## src/rtl/mips_pkg.sv

```systemverilog
// Shared MIPS front-end definitions: fetch FSM states, instruction field
// positions, reset vector default and the controller opcode/funct constants.
package mips_pkg;

    typedef enum logic [1:0] {
        S_IDLE  = 2'd0,
        S_WAIT  = 2'd1,
        S_VALID = 2'd2
    } fetch_state_t;

    localparam logic [31:0] RESET_VECTOR_DEFAULT = 32'h0000_0000;

    // Instruction field positions (LSB and width) within the 32-bit IR.
    localparam int OPCODE_LSB = 26;
    localparam int OPCODE_W   = 6;
    localparam int RS_LSB     = 21;
    localparam int RT_LSB     = 16;
    localparam int RD_LSB     = 11;
    localparam int REG_W      = 5;
    localparam int FUNCT_LSB  = 0;
    localparam int FUNCT_W    = 6;
    localparam int IMM_LSB    = 0;
    localparam int IMM_W      = 16;

    localparam logic [5:0] OP_RTYPE = 6'h00;
    localparam logic [5:0] OP_J     = 6'h02;
    localparam logic [5:0] OP_BEQ   = 6'h04;
    localparam logic [5:0] OP_ADDI  = 6'h08;
    localparam logic [5:0] OP_LW    = 6'h23;
    localparam logic [5:0] OP_SW    = 6'h2B;

    localparam logic [5:0] FUNCT_ADD = 6'h20;
    localparam logic [5:0] FUNCT_SUB = 6'h22;
    localparam logic [5:0] FUNCT_AND = 6'h24;
    localparam logic [5:0] FUNCT_OR  = 6'h25;
    localparam logic [5:0] FUNCT_SLT = 6'h2A;

    // Instruction addresses are always word aligned.
    function automatic logic [31:0] align_word(input logic [31:0] addr);
        return {addr[31:2], 2'b00};
    endfunction

endpackage

```

## src/rtl/fetch_unit.sv

```systemverilog
// Instruction fetch unit: one outstanding request, a single instruction
// register, redirect handling with a kill flag for a stale in-flight ack.
module fetch_unit
    import mips_pkg::*;
#(
    parameter logic [31:0] RESET_VECTOR = RESET_VECTOR_DEFAULT
) (
    input  logic        clk,
    input  logic        rst_n,
    output logic        imem_req,
    output logic [31:0] imem_addr,
    input  logic        imem_ack,
    input  logic [31:0] imem_rdata,
    input  logic        stall,
    input  logic        redirect,
    input  logic [31:0] redirect_pc,
    output logic        instr_valid,
    output logic [5:0]  opcode,
    output logic [5:0]  funct,
    output logic [4:0]  rs,
    output logic [4:0]  rt,
    output logic [4:0]  rd,
    output logic [15:0] imm16,
    output logic [31:0] pc_out
);

    fetch_state_t state;
    logic [31:0]  pc;
    logic [31:0]  ir;
    logic         kill;

    // NOTE: all state here is updated with non-blocking assignments so every
    // register samples the pre-edge values of the others.
    always_ff @(posedge clk or negedge rst_n) begin
        if (!rst_n) begin
            state  <= S_IDLE;
            pc     <= align_word(RESET_VECTOR);
            ir     <= '0;
            pc_out <= '0;
            kill   <= 1'b0;
        end else begin
            case (state)
                S_IDLE: begin
                    if (redirect) pc <= align_word(redirect_pc);
                    state <= S_WAIT;
                end
                S_WAIT: begin
                    if (redirect) begin
                        // A request still in flight must have its ack dropped.
                        pc   <= align_word(redirect_pc);
                        kill <= !imem_ack;
                    end else if (imem_ack) begin
                        if (kill) begin
                            kill <= 1'b0;
                        end else begin
                            ir     <= imem_rdata;
                            pc_out <= pc;
                            pc     <= pc + 32'd4;
                            state  <= S_VALID;
                        end
                    end
                end
                S_VALID: begin
                    if (redirect) begin
                        pc    <= align_word(redirect_pc);
                        state <= S_WAIT;
                    end else if (!stall) begin
                        state <= S_WAIT;
                    end
                end
                default: state <= S_IDLE;
            endcase
        end
    end

    assign imem_req    = (state == S_WAIT);
    assign imem_addr   = pc;
    assign instr_valid = (state == S_VALID);

    assign opcode = ir[OPCODE_LSB +: OPCODE_W];
    assign funct  = ir[FUNCT_LSB  +: FUNCT_W];
    assign rs     = ir[RS_LSB     +: REG_W];
    assign rt     = ir[RT_LSB     +: REG_W];
    assign rd     = ir[RD_LSB     +: REG_W];
    assign imm16  = ir[IMM_LSB    +: IMM_W];

endmodule

```

## config.mk

```make
export PLATFORM = sky130hd
export DESIGN_NAME = fetch_unit
export DESIGN_NICKNAME = d
export VERILOG_FILES = /design/src/rtl/mips_pkg.sv /design/src/rtl/fetch_unit.sv
export SDC_FILE = /design/constraint.sdc
export NUM_CORES = 1
export LEC_CHECK = 0
export ABC_CLOCK_PERIOD_IN_PS = 2750
export CORE_UTILIZATION = 48
export DETAILED_ROUTE_END_ITERATION = 10
export PLACE_DENSITY_LB_ADDON = 0.3
export SLEW_MARGIN = 15
export SYNTH_ARGS = -nofsm -noshare
export SYNTH_HDL_FRONTEND = slang
export SYNTH_SLANG_ARGS = --single-unit
```

## constraint.sdc

```tcl
create_clock -name clk -period 2.75 [get_ports clk]
set_input_delay 0.275 -clock clk [delete_from_list [all_inputs] [get_ports clk]]
set_output_delay 0.275 -clock clk [all_outputs]
set_load 0.1 [all_outputs]
```

# Yosys cells after proc, flatten, opt, wreduce, memory -nomap -nowiden
# Index checks and enable logic that the tools add are counted.
# op_classes
n_shift,0
bitwise_logic,2
reduce_logical,9
eq_ne,9
div,0
addsub,1
multipliers,0
n_lt_le_gt_ge,0
mux,13
# op_table
cell,n
$mux 32,4
$pmux 32 s2,1
$add 32x3->32 const B,1
$reduce_and 4->1,3
$mux 2,5
$ne 3x3->1 const B,2
$pmux 2 s3,1
$ne 2x1->1 const B,2
$ne 2x2->1 const B,2
$reduce_bool 2->1,2
$ne 3x1->1 const B,1
$eq 2x1->1 const B,1
$eq 2x2->1 const B,1
$logic_not 2->1,1
$mux 1,2
$not 1->1,2
$reduce_and 2->1,1
$reduce_or 2->1,1
$logic_not 1->1,1
# word_totals
latchBits,0
ram_bits,0
word_cells,39
register_bits,99
n_memories,0
inputBits,69
output_inout_bits,109
mem_bits_ro,0

# Logic depth before layout (Yosys ltp)
# logic_depth
depth_word,5
depth_mapped,6

# Worst setup path after synthesis
# OpenSTA, ideal clock, no wires.
# synth_timing
path_type,register -> register
start,"reg pc[3], in the netlist imem_addr[3]"
end,"reg pc[30], in the netlist imem_addr[30]"
required_ns,2.654
path_buffers,1
path_stages_with_launch,7
setup_slack_ns,0.292
arrival_ns,2.362
period_less_slack_ns,2.458
path_cell_list,dfrtp_1 -> ha_1 -> nand4_1 -> nor4_2 -> buf_4 -> a211oi_1 -> nor4_2
# synth_between
elab_chain_cells,5
# synth_lines
item,line_no,rtl
from (decl),fetch_unit.sv:28,logic [31:0] pc;
from (signal assigned),fetch_unit.sv:37,pc <= align_word(RESET_VECTOR);
from (signal assigned),fetch_unit.sv:44,if (redirect) pc <= align_word(redirect_pc);
from (signal assigned),fetch_unit.sv:50,pc <= align_word(redirect_pc);
$add 32x3->32,fetch_unit.sv:58,pc <= pc + 32'd4;
$mux 32,fetch_unit.sv:53,if (kill) begin
$mux 32,fetch_unit.sv:52,end else if (imem_ack) begin
$mux 32,fetch_unit.sv:48,if (redirect) begin
$pmux 32 s2,fetch_unit.sv:42,case (state)
# No other way between the ends. The select of a mux whose other input is x is not followed.
# A chain may end at the register's enable or synchronous reset.

# Final worst setup path
# Ends and elaborated chain as after synthesis.

==> metrics.md <==
| Metric | Value |
|---|---|
| Status | finished, violations left |
| Failing checks | hold timing |
| Worst setup SP type | flip-flop |
| Critical path's slowest cell | dfrtp_1 |
| Vias per inst | 5.81 |
| Cell with the most instances after synthesis | dfrtp_1 |
| Cell taking the most area after synthesis | dfrtp_1 |
| WP data required | 3010 ps |
| PortBufs | 171 |
| RePlAce Congestion | 0.881 |
| Seq/Total Area, Yosys | 51.0% |
| Count of cell types in the netlist | 54 |
| CP Class | reg -> reg |
| TritonCTS Buffers | 9 |
| Site row count | 35 |
| Synth warnings | 0 |
| Initial core utilization | 49.9% |
| Root Driver | clkbuf_8 |
| CTS Hold Bufs | 0 |
| Number of global-route vias before repair | 3818 |
| Sink Count | 95 |
| Slew margin rel. | 46.2% |
| Synth Area in Compound Gates | 12.7% |
| Commonest cells in the netlist | dfrtp_1, mux2_2, nand2_1, a21oi_1, buf_4 |
| Dpl cell area | 6140 um2 |
| Adder-cell share of the synthesized area | 0.269% |
| Worst-Margin Slew | 807 ps |
| Detailed Route WL | 12.3 mm |
| Core Region | 9330 um2 |
| Initial DRC count | 258 |
| Largest family of logic cells by synthesized area | simple AND/OR/NAND/NOR gates |
| Hold Fails Final Rpt | 24 |
| Post-cts resize count | 0 |
| Async set or reset register ratio after synthesis | 100% |
| Register area | 2380 um2 |
| Final setup skew | 9.81 ps |
| Max Transition Viols Final | 0 |
| Post-synthesis mux area share | 14.7% |
| Die footprint | 10100 um2 |
| Crit end category | flip-flop |
| Multi-input logic area | 2040 um2 |
| Setup TNS | 0 ps |
| CTS tree | built |
| Post-Synthesis Cells | 401 |
| Simple-gate share of the synthesized area | 15.6% |
| Cell Area, Synth | 4660 um2 |
| Largest net degree at the start of global routing | 65 |
| Crit-path cells | ha_1, nand4_1, nor4_2, buf_4, a211oi_1, nor4_2 |
| ANT cells | 0 |
| Post-synth EDFFs | 0 |
| 1st-pass router iterations | 5 |
| Die width | 101 um |
| F_max | 0.472 GHz |
| CP arrival | 2380 ps |
| Synthesis-to-layout area growth | 35.5% |
| Worst Path Max Fanout | 11 |
| MaxCap Viol Count | 0 |
| I/O pin count | 178 |
| Setup-violating endpoint count in the final report | 0 |
| Post-CTS Setup Inserts | 0 |
| Final ANT Viol Nets | 0 |
| Hold WS | -12.0 ps |
| Clock slew at reported path FFs | 90 ps |
| Clock Path Buffers | 2 |
| Mean Syn Cell Area | 11.6 um2 |
| Synth top area cells | dfrtp_1, mux2_2, buf_4 |
| Die Ht | 101 um |
| Worst path max stage delay | 560 ps |
| DP HPWL | 8.66 mm |
| Minimum clock period | 2120 ps |
| RSZ-0062 raised after global routing | false |
| XOR/XNOR Fraction of Synth Area | 0% |
| Final #Nets | 623 |
| Total grt overflow | 0 |
| Final Cycle Share | 77.1% |
| Final instance area | 6310 um2 |
| First-pass GRT wire length | 19.2 mm |
| Residual DRC | 0 |
| Ys flop type | dfrtp_1 |
| Share of layout cells above drive strength 1 | 36.4% |
| GRT Total Usage | 24.6% |
| Wire length per cell | 18.0 um |
| CTS H-tree depth | 3 |
| FF+latch count, synth | 95 |
| Final core occ | 67.7% |
| Cell mode on critical path | nor4_2 |
| Clock latency on the worst-skew pair | 370 ps |
| Hold WC Path Type | in -> async |
| Initial antenna violation count | 0 |
| Yosys top cell area share | 51.0% |
| Fill cells | 732 |
| DR vias | 3986 |
-- path summary, 6_finish.rpt --
path,start,to,slack [ps],cells past startpoint
max in group asynchronous,rst_n,imem_addr[23],2090,2
worst min-delay path,rst_n,imem_addr[8],-10,1
min in group clk,redirect_pc[3],imem_addr[3],490,3
worst max register to register,imem_addr[3],imem_addr[30],630,6
worst min register to register,ir[24],ir[24],490,1
worst max-delay path,imem_addr[3],imem_addr[30],630,6
-- worst max-delay path: cells and delay by family (launching register included) --
family | cells | cell delay [ps]
buf+inv | 1 | 230
flops | 1 | 560
simple gates | 3 | 810
compound gates | 1 | 110
fa+ha+maj | 1 | 300
-- registers in the layout, indices dropped and copies added, names as in the netlist --
| register | flops |
|---|---|
| ir | 32 |
| imem_addr | 30 |
| pc_out | 30 |
| state | 2 |
| kill | 1 |
-- layer usage --
layer,share of wire (%),track usage (%),wire (um)
met5,0,0,0
met1,42,30.9,5120
met4,1.7,8.36,212
met3,7.6,5.13,938
met2,49,42.5,6050
-- logic make-up (layout without fill, tap and decap cells) --
kind of cell    Yosys count  count (layout)
mux                      61              61
simple gates            112             112
other cells               1               4
flops                    95              95
buf+inv                  47             200
compound gates           84              84
fa+ha+maj                 1               1
-- area by class of cell --
class | instances | area share [%]
flip-flops and latches | 95 | 37.7
multi-input cells | 262 | 32.4
clock inverters | 5 | 0.555
clock buffers | 10 | 2.18
inverters | 5 | 0.297
well taps | 129 | 2.56
repair buffers | 180 | 24.4
-- metrics by stage --
stage	hold WS, ps	worst slack (ps)	std cells
floorplan	-20.6	292	404
global placement	414	508	671
detailed placement	422	460	671
CTS	24.8	655	686
global route	67.9	485	686
finish	-12.0	630	686
-- cells in the final DEF (no fill, tap or decap), types with 5 or more instances in the layout --
master and count:
nand4_1 13, o21ai_0 10, o22ai_1 5, nor2_1 13, mux2_1 6, o32ai_1 7, and3_1 6, clkdlybuf4s50_1 65
and4_1 5, inv_1 5, nor3_1 7, a2bb2oi_1 6, nand2_1 19, buf_4 113, nand3_1 12, nor4_1 6
a311oi_1 6, a21oi_1 18, clkbuf_8 10, dfrtp_1 95, a32oi_1 5, mux2_2 55, a211oi_1 7
Power is left out: the tool's default activity adds up to more than one toggle a clock period on the data nets, which glitch-free logic cannot reach.
